[src/rtl/mem_arbiter.sv]
// Two-master round-robin arbiter in front of a single-outstanding memory bus.
// Each access runs IDLE -> BUSY -> RESP; BUSY aborts with an error after TIMEOUT cycles without S_RDY.
module mem_arbiter #(
    parameter int TIMEOUT = 15
) (
    input  logic        clk,
    input  logic        reset,
    input  logic        m0_req,
    input  logic [31:0] m0_addr,
    input  logic [31:0] m0_wdata,
    input  logic [3:0]  m0_be,
    input  logic        m0_we,
    output logic        m0_ack,
    output logic [31:0] m0_rdata,
    output logic        m0_err,
    input  logic        m1_req,
    input  logic [31:0] m1_addr,
    input  logic [31:0] m1_wdata,
    input  logic [3:0]  m1_be,
    input  logic        m1_we,
    output logic        m1_ack,
    output logic [31:0] m1_rdata,
    output logic        m1_err,
    output logic [31:0] A_M,
    output logic [31:0] D_M,
    output logic [3:0]  BE_M,
    output logic        E_M,
    output logic        S_REQ,
    input  logic [31:0] O_M,
    input  logic        S_RDY,
    output logic        stall,
    output logic        busy
);
    localparam int CNT_W = $clog2(TIMEOUT + 1);

    typedef enum logic [1:0] {IDLE, BUSY, RESP} state_t;

    state_t             state;
    logic               last;
    logic               we_q;
    logic [CNT_W-1:0]   cnt;
    logic               grant_m1;
    logic               done;
    logic [31:0]        rsp_rdata;
    logic               rsp_err;

    // A tie goes to whichever master was not served last; a lone requester always wins.
    always_comb begin
        grant_m1  = m1_req & (~m0_req | ~last);
        done      = S_RDY | (cnt == CNT_W'(TIMEOUT - 1));
        rsp_rdata = (S_RDY && !we_q) ? O_M : 32'h0;
        rsp_err   = ~S_RDY;
    end

    always_ff @(posedge clk) begin
        if (!reset) begin
            state    <= IDLE;
            last     <= 1'b1;
            we_q     <= 1'b0;
            cnt      <= '0;
            A_M      <= 32'h0;
            D_M      <= 32'h0;
            BE_M     <= 4'h0;
            E_M      <= 1'b0;
            S_REQ    <= 1'b0;
            m0_ack   <= 1'b0;
            m1_ack   <= 1'b0;
            m0_rdata <= 32'h0;
            m1_rdata <= 32'h0;
            m0_err   <= 1'b0;
            m1_err   <= 1'b0;
        end else begin
            m0_ack <= 1'b0;
            m1_ack <= 1'b0;
            case (state)
                IDLE: begin
                    if (m0_req || m1_req) begin
                        state <= BUSY;
                        last  <= grant_m1;
                        cnt   <= '0;
                        S_REQ <= 1'b1;
                        A_M   <= grant_m1 ? m1_addr  : m0_addr;
                        D_M   <= grant_m1 ? m1_wdata : m0_wdata;
                        BE_M  <= grant_m1 ? m1_be    : m0_be;
                        E_M   <= grant_m1 ? m1_we    : m0_we;
                        we_q  <= grant_m1 ? m1_we    : m0_we;
                    end
                end
                BUSY: begin
                    if (done) begin
                        // S_RDY on the final counted cycle still wins over the timeout.
                        state <= RESP;
                        S_REQ <= 1'b0;
                        E_M   <= 1'b0;
                        A_M   <= 32'h0;
                        D_M   <= 32'h0;
                        BE_M  <= 4'h0;
                        if (last) begin
                            m1_ack   <= 1'b1;
                            m1_rdata <= rsp_rdata;
                            m1_err   <= rsp_err;
                        end else begin
                            m0_ack   <= 1'b1;
                            m0_rdata <= rsp_rdata;
                            m0_err   <= rsp_err;
                        end
                    end else begin
                        cnt <= cnt + CNT_W'(1);
                    end
                end
                RESP:    state <= IDLE;
                default: state <= IDLE;
            endcase
        end
    end

    assign busy  = (state != IDLE);
    assign stall = m0_req & ~m0_ack;

endmodule

[config.mk]
export PLATFORM = sky130hd
export DESIGN_NAME = mem_arbiter
export DESIGN_NICKNAME = d
export VERILOG_FILES = /design/src/rtl/mem_arbiter.sv
export SDC_FILE = /design/constraint.sdc
export NUM_CORES = 1
export LEC_CHECK = 0
export ABC_AREA = 1
export CAP_MARGIN = 20
export CORE_MARGIN = 2
export CORE_UTILIZATION = 30
export DETAILED_ROUTE_END_ITERATION = 16
export PLACE_DENSITY = 0.66
export SETUP_SLACK_MARGIN = 0.2
export SLEW_MARGIN = 20
export SYNTH_ARGS = -nofsm -noshare
export SYNTH_HDL_FRONTEND = slang
export SYNTH_SLANG_ARGS = --single-unit
[constraint.sdc]
create_clock -name clk -period 1.9 [get_ports clk]
set_input_delay 0.285 -clock clk [delete_from_list [all_inputs] [get_ports clk]]
set_output_delay 0.285 -clock clk [all_outputs]
set_load 0.03 [all_outputs]
### Word level (Yosys, flattened, before mapping)

Index checks and enable logic that the tools add are counted.

| cells by class | value |
|---|---|
| eq/ne operators | 5 |
| mux-type cells | 26 |
| add/subtract/negate cells | 1 |
| bitwise gates (word level) | 8 |
| reduce and logical (&&, ||, !) cells | 13 |

Operators with widths:

| operator | count |
|---|---|
| $mux 32 | 6 |
| $pmux 32 s2 | 2 |
| $mux 4 | 5 |
| $pmux 4 s2 | 2 |
| $reduce_and 3->1 | 5 |
| $mux 1 | 6 |
| $ne 2x2->1 const B | 3 |
| $add 4x1->4 const B | 1 |
| $eq 4x4->1 const B | 1 |
| $mux 2 | 2 |
| $not 1->1 | 4 |
| $pmux 1 s2 | 2 |
| $pmux 2 s2 | 1 |
| $reduce_and 2->1 | 2 |
| $reduce_bool 2->1 | 2 |
| $and 1x1->1 | 2 |
| $eq 2x1->1 const B | 1 |
| $logic_not 2->1 | 1 |
| $or 1x1->1 | 2 |
| $logic_and 1x1->1 | 1 |
| $logic_not 1->1 | 1 |
| $logic_or 1x1->1 | 1 |

| word-level totals | value |
|---|---|
| output and inout port bits | 140 |
| register bits after elaboration | 146 |
| word-level logic and storage cells | 68 |

### Depth between registers and ports, before layout

Gate-level depths: netlist of the first run.

| logic depth | value |
|---|---|
| depth after elaboration | 6 |
| depth in mapped cells | 9 |
| mapped depth without buffers | 9 |

### Least setup slack after synthesis of the first run

No wires, ideal clock.

| path | value |
|---|---|
| path kind | reg2reg |
| start point | register cnt[0] |
| end point | register m1_rdata[1] |
| period minus slack after synthesis | 1.493 ns |
| data arrival time | 1.422 ns |
| cell stages (with the launch flop) | 9 |
| library setup time | 0.071 ns |
| buffers on the path | 1 |
| setup slack | 0.407 ns |
| data required time | 1.829 ns |
| cells stage by stage | dfxtp_1 -> inv_1 -> ha_1 -> nand3_1 -> nand2_1 -> nand3_2 -> clkbuf_1 -> nand2_1 -> a21oi_1 |

| on the way | value |
|---|---|
| cells in the longest elaborated chain, start to end | 3 |

Ends and longest elaborated chain:

| element | RTL line | source |
|---|---|---|
| start, declared | 41 | `logic [CNT_W-1:0] cnt;` |
| start signal, assigned | 108 | `cnt <= cnt + CNT_W'(1);` |
| $eq 4x4->1 | 50 | `done = S_RDY \| (cnt == CNT_W'(TIMEOUT - 1));` |
| $or 1x1->1 | 50 |  |
| $reduce_and 3->1 (no line) | n/a |  |
| end signal, assigned | 100 | `m1_rdata <= rsp_rdata;` |
| end, declared | 22 | `output logic [31:0] m1_rdata,` |

Every way passes these cells.
A chain may end at the register's enable or synchronous reset.

### Final worst setup path of the first run

| path | value |
|---|---|
| start point | register state[1] |
| end point | output busy |

| on the way | value |
|---|---|
| cells in the longest elaborated chain, start to end | 1 |

Ends and longest elaborated chain:

| element | RTL line | source |
|---|---|---|
| start, declared | 38 | `state_t state;` |
| start signal, assigned | 57 | `state <= IDLE;` |
| start signal, assigned | 78 | `state <= BUSY;` |
| start signal, assigned | 92 | `state <= RESP;` |
| $reduce_bool 2->1 | 117 | `assign busy = (state != IDLE);` |
| end, declared | 32 | `output logic busy` |

Every way passes these cells.

==> results of run 1 <==
stage by stage:
step	cell area, um2	setup slack [ns]	instances	util
finish	11450	0.2564	1738	0.4723
global route	11450	0.1881	1738	0.4723
global placement	10960	-0.01030	1704	0.4521
CTS	11400	0.1312	1736	0.4700
detailed placement	10960	-0.03225	1704	0.4521
floorplan	7376	0.4071	1103	-
how the worst max path moves through the flow:
stage / from / end / slack, ns / cells past startpoint
2_1_floorplan: cnt[0]$_SDFFE_PN0P_ / m1_rdata[1]$_SDFFE_PN0P_ / 0.41 / 8
3_3_place_gp: m0_req / BE_M[3]$_SDFFE_PN0P_ / -0.01 / 7
3_5_place_dp: m0_req / BE_M[3]$_SDFFE_PN0P_ / -0.03 / 7
4_1_cts: state[1]$_SDFFE_PN0P_ / busy / 0.13 / 3
5_1_grt: state[1]$_SDFFE_PN0P_ / busy / 0.19 / 3
6_report: state[1]$_SDFFE_PN0P_ / busy / 0.26 / 3
kinds of logic (layout without fill, tap and decap cells):
family / after synthesis / count (layout)
AND/OR/NAND/NOR: 488 / 488
buffers and inverters: 260 / 571
AO/OA/AOI/OAI: 207 / 207
flip-flops: 146 / 146
adder cells (fa/ha/maj): 2 / 2
cell usage after synthesis:
cell type and count:
nand3_4 1, nor2_4 1, o21ai_0 2, buf_8 1
buf_12 5, buf_2 23, buf_4 4, inv_1 192
dfxtp_1 146, nor3_1 1, nand3_1 9, a21oi_2 50
buf_1 5, nand2_2 2, or2_2 67, nand3_2 2
ha_1 2, a21oi_1 154, nand2_4 1, nand2_1 299
nor2_2 12, o21ai_2 1, nor2_1 93, clkbuf_1 27
inv_2 3
cell type report:
class | count | area (um2)
clock buffers | 17 | 425.4
flip-flops and latches | 146 | 2923
repair buffers | 344 | 3416
multi-input cells | 697 | 3367
inverters | 195 | 734.5
clock inverters | 15 | 181.4
fillers | 2507 | 12800
well taps | 324 | 405.4
timing repair:
item	CTS	global route
setup endpoints to repair	139	45
pin swaps	0	2
setup buffers	0	1
gates cloned	0	1
gates resized for setup	139	6
per-layer routing:
metal / vias up / track usage / wire, um
met3: 17 / 0.07025 / 2401
met4: 0 / 0.04140 / 261
met5: - / 0 / 0
li1: 3903 / - / -
met1: 3288 / 0.2252 / 10630
met2: 258 / 0.2931 / 10720
flip-flops by register name (all words and copies together) (netlist names):
name,count
A_M,32
BE_M,4
D_M,32
E_M,1
S_REQ,1
cnt,4
last,1
m0_ack,1
m0_err,1
m0_rdata,32
m1_ack,1
m1_err,1
m1_rdata,32
state,2
we_q,1
power breakdown:
group | switching [mW] | leakage, nW | internal [mW]
Clock | 1.64 | 0.296 | 1.79
Combinational | 1.66 | 4.06 | 1.17
Sequential | 0.138 | 1.20 | 3.33
Total | 3.44 | 5.55 | 6.29
worst register-to-register path, delay by kind of cell (launching register included):
kind                     cells  cell delay [ns]
flip-flops                   1             0.33
adder cells (fa/ha/maj)      1             0.17
AO/OA/AOI/OAI                1             0.13
AND/OR/NAND/NOR              4             0.51
buffers and inverters        3             0.38
==> results.tsv, run 1 <==
metric	value	unit
portBuffers	314	
finalHoldViolCount	0	
drv_slew	0	
synth.avg_cell_area	6.687	um2
cts_buffer_depth	2	
fp.dieArea	25860	um2
grt_pass1_wl	37.25	mm
wl	24.01	mm
ff2ff_setup_slack	0.32	ns
synthMuxAreaShare	0	
grt_overflow	0	
cap_violations	0	
clockRootBuffer	clkbuf_16	
coreArea	24250	um2
worst_r2r_endpoint	m0_rdata[9]$_SDFFE_PN0P_	
firstDrtPassIters	4	
most-common-layout-cells	nand2_1, inv_1, clkdlybuf4s50_1	
yosysSeqAreaShare	0.3963	
rows	57	
total_power	9.732	mW
cts_made_buffers	17	
clk_pin_slew	0.07	ns
drt_iter0_drc	429	
drc	0	
synth_top_family_by_area	simple AND/OR/NAND/NOR gates	
synth-xor-area-share	0	
synth_fa_ha_area_frac	0.003393	
cpPeakStageDelay	0.37	ns
gp_congestion	0.8270	
crit_path_top_delay_cell	dfxtp_1	
status	completed	
hp-class	input pin to flip-flop	
grt_antenna_before_repair	0	
dp_hpwl	16.53	mm
cp-end-kind	primary output	
grt_pass1_vias	7006	
fin_crit	1.644	ns
reg2reg_depth	9	
final_common_cell	nand2_1	
vias	7466	
die_h	160.8	um
cts_tree	built	
nets	1578	
htreeDepth	4	
fin_crit_sh	0.8651	
rsz0062_at_grt	true	
grt_usage	0.1799	
power_density	849.8	nW/um2
antenna_cells	0	
path_cells	nor2_4 > inv_1 > clkdlybuf4s15_1	
worstMarginPinSlew	0.3784	ns
synth.cell_area	7376	um2
synth_top_area_cell	dfxtp_1	
synth_seq_cells	146	
layout-drive-gt1-share	0.1457	
ir_worst_vdd	0.0005649	V
die_width	160.8	um
whs	0.2671	ns
max_freq	608.4	MHz
setup-tns-final	0	ns
path_class	flip-flop to primary output	
hp-start	reset	
netlist.area_leader.share	0.3963	
cts_sinks	146	
post_drt_wl_per_cell	13.81	um
syn_to_final_growth	55.27	%
hold_depth	3	
yosys-top-cells-area	dfxtp_1, nand2_1, a21oi_1	
start_util	0.3042	
fin_skew	0.01549	ns
arrival	1.36	ns
ys.warnings.count	0	
synth_nets	1280	
hold_buffers	0	
synth-compound-area-share	0.1664	
r2r-start	cnt[0]$_SDFFE_PN0P_	
grt_max_degree	59	
clk_latency	0.43	ns
synthSimpleGateAreaFrac	0.2831	
leakage	5.553	nW
relSlewSlack	0.7488	
start_kind	flip-flop	
cp_max_fo	3	
ios	315	
worst_ep_required_time	1.62	ns
syn_inst	1103	
path_buf_inv	2	
setup_viol	0	
synth.distinct_cells	25	
ant_nets	0	
crit_family	buffers and inverters	
routed_via_density	4.296	
hold_path_end	BE_M[0]$_SDFFE_PN0P_	
(Power assumes the default switching activity.)
==> run 2, diff against run 1 <==
--- a/config.mk
+++ b/config.mk
@@ -5,14 +5,12 @@
 export SDC_FILE = /design/constraint.sdc
 export NUM_CORES = 1
 export LEC_CHECK = 0
-export ABC_AREA = 1
 export CAP_MARGIN = 20
 export CORE_MARGIN = 2
 export CORE_UTILIZATION = 30
 export DETAILED_ROUTE_END_ITERATION = 16
-export PLACE_DENSITY = 0.66
+export PLACE_DENSITY = 0.72
 export SETUP_SLACK_MARGIN = 0.2
-export SLEW_MARGIN = 20
 export SYNTH_ARGS = -nofsm -noshare
 export SYNTH_HDL_FRONTEND = slang
 export SYNTH_SLANG_ARGS = --single-unit
==> results.tsv, run 2 <==
metric	value	unit	change
status	completed		
cap_violations	0		unchanged
whs	0.4547	ns	+0.1877 ns
finalHoldViolCount	0		unchanged
portBuffers	314		unchanged
max_freq	598.0	MHz	-1.7%
synth.avg_cell_area	12.03	um2	+80%
hold_depth	1		-2
synth_nets	629		-51%
hp-start	D_M[8]$_SDFFE_PN0P_		
ios	315		unchanged
grt_pass1_wl	27.70	mm	-26%
drt_iter0_drc	163		-62%
relSlewSlack	0.7435		-0.005216
final_common_cell	clkdlybuf4s50_1		
vias	4838		-35%
place_ws	-0.02401	ns	+0.008244 ns
syn_to_final_growth	73.43	%	
netlist_top_cells_count	dfxtp_1, mux2i_1, o2bb2ai_1, a22o_1, buf_2		
grtUsageMet2	0.3088		+0.01565
yosys-top-cells-area	dfxtp_1, mux2i_1, o2bb2ai_1		
die_width	138.6	um	-14%
fill_cells	1625		-35%
async_reset_ff_frac	0		unchanged
cp_max_fo	30		+27
start_kind	flip-flop		
start_util	0.3038		-0.0003635
routed_via_density	4.781		+11%
yosysMostFrequentCell	dfxtp_1		
rsz0062_at_grt	true		
postLayoutCellArea	9433	um2	-18%
clk_latency	0.41	ns	-0.02 ns
synth.cell_area	5439	um2	-26%
clockRootBuffer	clkbuf_16		
cts_tree	built		
dp_hpwl	13.27	mm	-20%
ys.warnings.count	0		unchanged
reg2reg_depth	6		-3
synth.distinct_cells	38		+52%
grt_antenna_before_repair	0		unchanged
cts_made_buffers	17		unchanged
ff2ff_setup_slack	0.23	ns	-0.09 ns
yosysSeqAreaShare	0.5374		+0.1411
wl	18.46	mm	-23%
hold_path_end	D_M[8]$_SDFFE_PN0P_		
fin_crit_sh	0.8802		+0.01510
ant_nets	0		unchanged
fin_crit	1.672	ns	+0.02870 ns
grt_usage	0.1817		+0.001794
leakage	4.183	nW	-25%
die_h	138.6	um	-14%
final_cells	1012		-42%
ir_worst_vdd	0.0005553	V	-1.7%
post-cts-setup-buffers	0		unchanged
cp-end-kind	flip-flop		
power_density	880.0	nW/um2	+3.6%
fin_ws	0.2277	ns	-0.02870 ns
regArea	2925	um2	about the same
drc	0		unchanged
nets	949		-40%
rows	49		-14%
arrival	1.96	ns	+0.60 ns
firstDrtPassIters	5		+1
netlist.area_leader.share	0.5374		+0.1411
top_usage_layer	met2		
hold_buffers	0		unchanged
met1_usage	0.2300		+0.004860
clk_pin_slew	0.06	ns	about the same
grtUsageMet3	0.04558		-0.02467
grt_max_degree	61		+3.4%
path_class	flip-flop to flip-flop		
syn_inst	452		-59%
r2r-start	cnt[0]$_SDFFE_PN0P_		
hp-class	flip-flop to flip-flop		
grt_pass1_vias	4821		-31%
cts_buffer_depth	2		unchanged
fp.dieArea	19220	um2	-26%
coreArea	17900	um2	-26%
layout-drive-gt1-share	0.09323		-0.05245
gp_congestion	0.8177		-1.1%
worst_r2r_endpoint	A_M[30]$_SDFFE_PN0P_		
synth_edf_count	0		unchanged
ys.flop_type	dfxtp_1		
antenna_cells	0		unchanged
multi_input_area	2298	um2	-32%
post_drt_wl_per_cell	18.24	um	+32%
dp_cells	980		-42%
grt_overflow	0		unchanged
dpl_cell_area	8982	um2	-18%
cts_sinks	146		unchanged
setup_viol	0		unchanged
fin_skew	0.007647	ns	-0.007846 ns
worst_ep_required_time	2.19	ns	+0.57 ns
worstMarginPinSlew	0.3862	ns	+0.007855 ns
setup-tns-final	0	ns	unchanged
htreeDepth	4		unchanged
most-common-layout-cells	clkdlybuf4s50_1, dfxtp_1, dlygate4sd2_1		
synth_seq_cells	146		unchanged
synth_top_area_cell	dfxtp_1		
drv_slew	0		unchanged
[run 2: cell types whose count changed in the layout (fill, tap and decap cells not counted), sizes merged, moves of 69 or more]
cell     previous run  this run
inv               203         5
a21oi             204         5
o2bb2ai             0        69
nand2             302         4
nor2              106         5
mux2i               0        69
[run 2: repair_timing]
action,4_1_cts,5_1_grt
gates cloned,0,2
gates resized for setup,139,4
setup endpoints to repair,139,125
[run 2: cell families after synthesis]
logic type	Yosys count	synth area share
buffers and inverters	47	0.04555
adders and majority gates	2	0.004600
muxes	69	0.1270
AOI/OAI and AO/OA	158	0.2484
DFF	146	0.5374
and+or+nand+nor	30	0.03704
[run 2: metal layers]
layer  routed length, um  vias to the layer above
met3                 840                       20
met2                9252                      135
met5                   0                        -
li1                    -                     2378
met1                8078                     2305
met4                 285                        0
[run 2: area by class of cell]
type	instances	share of cell area
sequential	146	0.3101
clock buffer	19	0.04589
multi-input combinational	259	0.2437
timing repair buffer	343	0.3531
inverter	5	0.001990
tap	229	0.03038
clock inverter	11	0.01486
[run 2: where the power goes]
group | internal (mW) | leakage, nW | switching (mW)
sequential | 3.25 | 1.19 | 0.106
clock | 2.04 | 0.282 | 1.25
combinational | 0.775 | 2.71 | 0.870
[run 2: worst max path at each step]
stage / from / endpoint / slack, ns / cells past startpoint
global placement: reset / A_M[31]$_SDFFE_PN0P_ / 0.007 / 5
finish: cnt[0]$_SDFFE_PN0P_ / A_M[30]$_SDFFE_PN0P_ / 0.23 / 6
floorplan: cnt[0]$_SDFFE_PN0P_ / A_M[21]$_SDFFE_PN0P_ / 0.34 / 8
CTS: state[1]$_SDFFE_PN0P_ / busy / 0.16 / 3
detailed placement: reset / D_M[31]$_SDFFE_PN0P_ / -0.02 / 5
global route: cnt[0]$_SDFFE_PN0P_ / A_M[26]$_SDFFE_PN0P_ / 0.16 / 6
[run 2: per-stage QoR]
stage / power [mW] / util
final: 8.301 / 0.5269
after detailed placement: 5.180 / 0.5017
after floorplan: 4.243 / -
after global placement: 5.176 / 0.5017
after global routing: 8.648 / 0.5269
after CTS: 8.381 / 0.5240
[run 2: worst max-delay path: stages (launching register included)]
cell and delay (ns):
dfxtp_1 0.32, inv_1 0.14, ha_4 0.18, nand3_1 0.09
a221o_2 0.45, buf_12 0.20, o2bb2ai_1 0.15
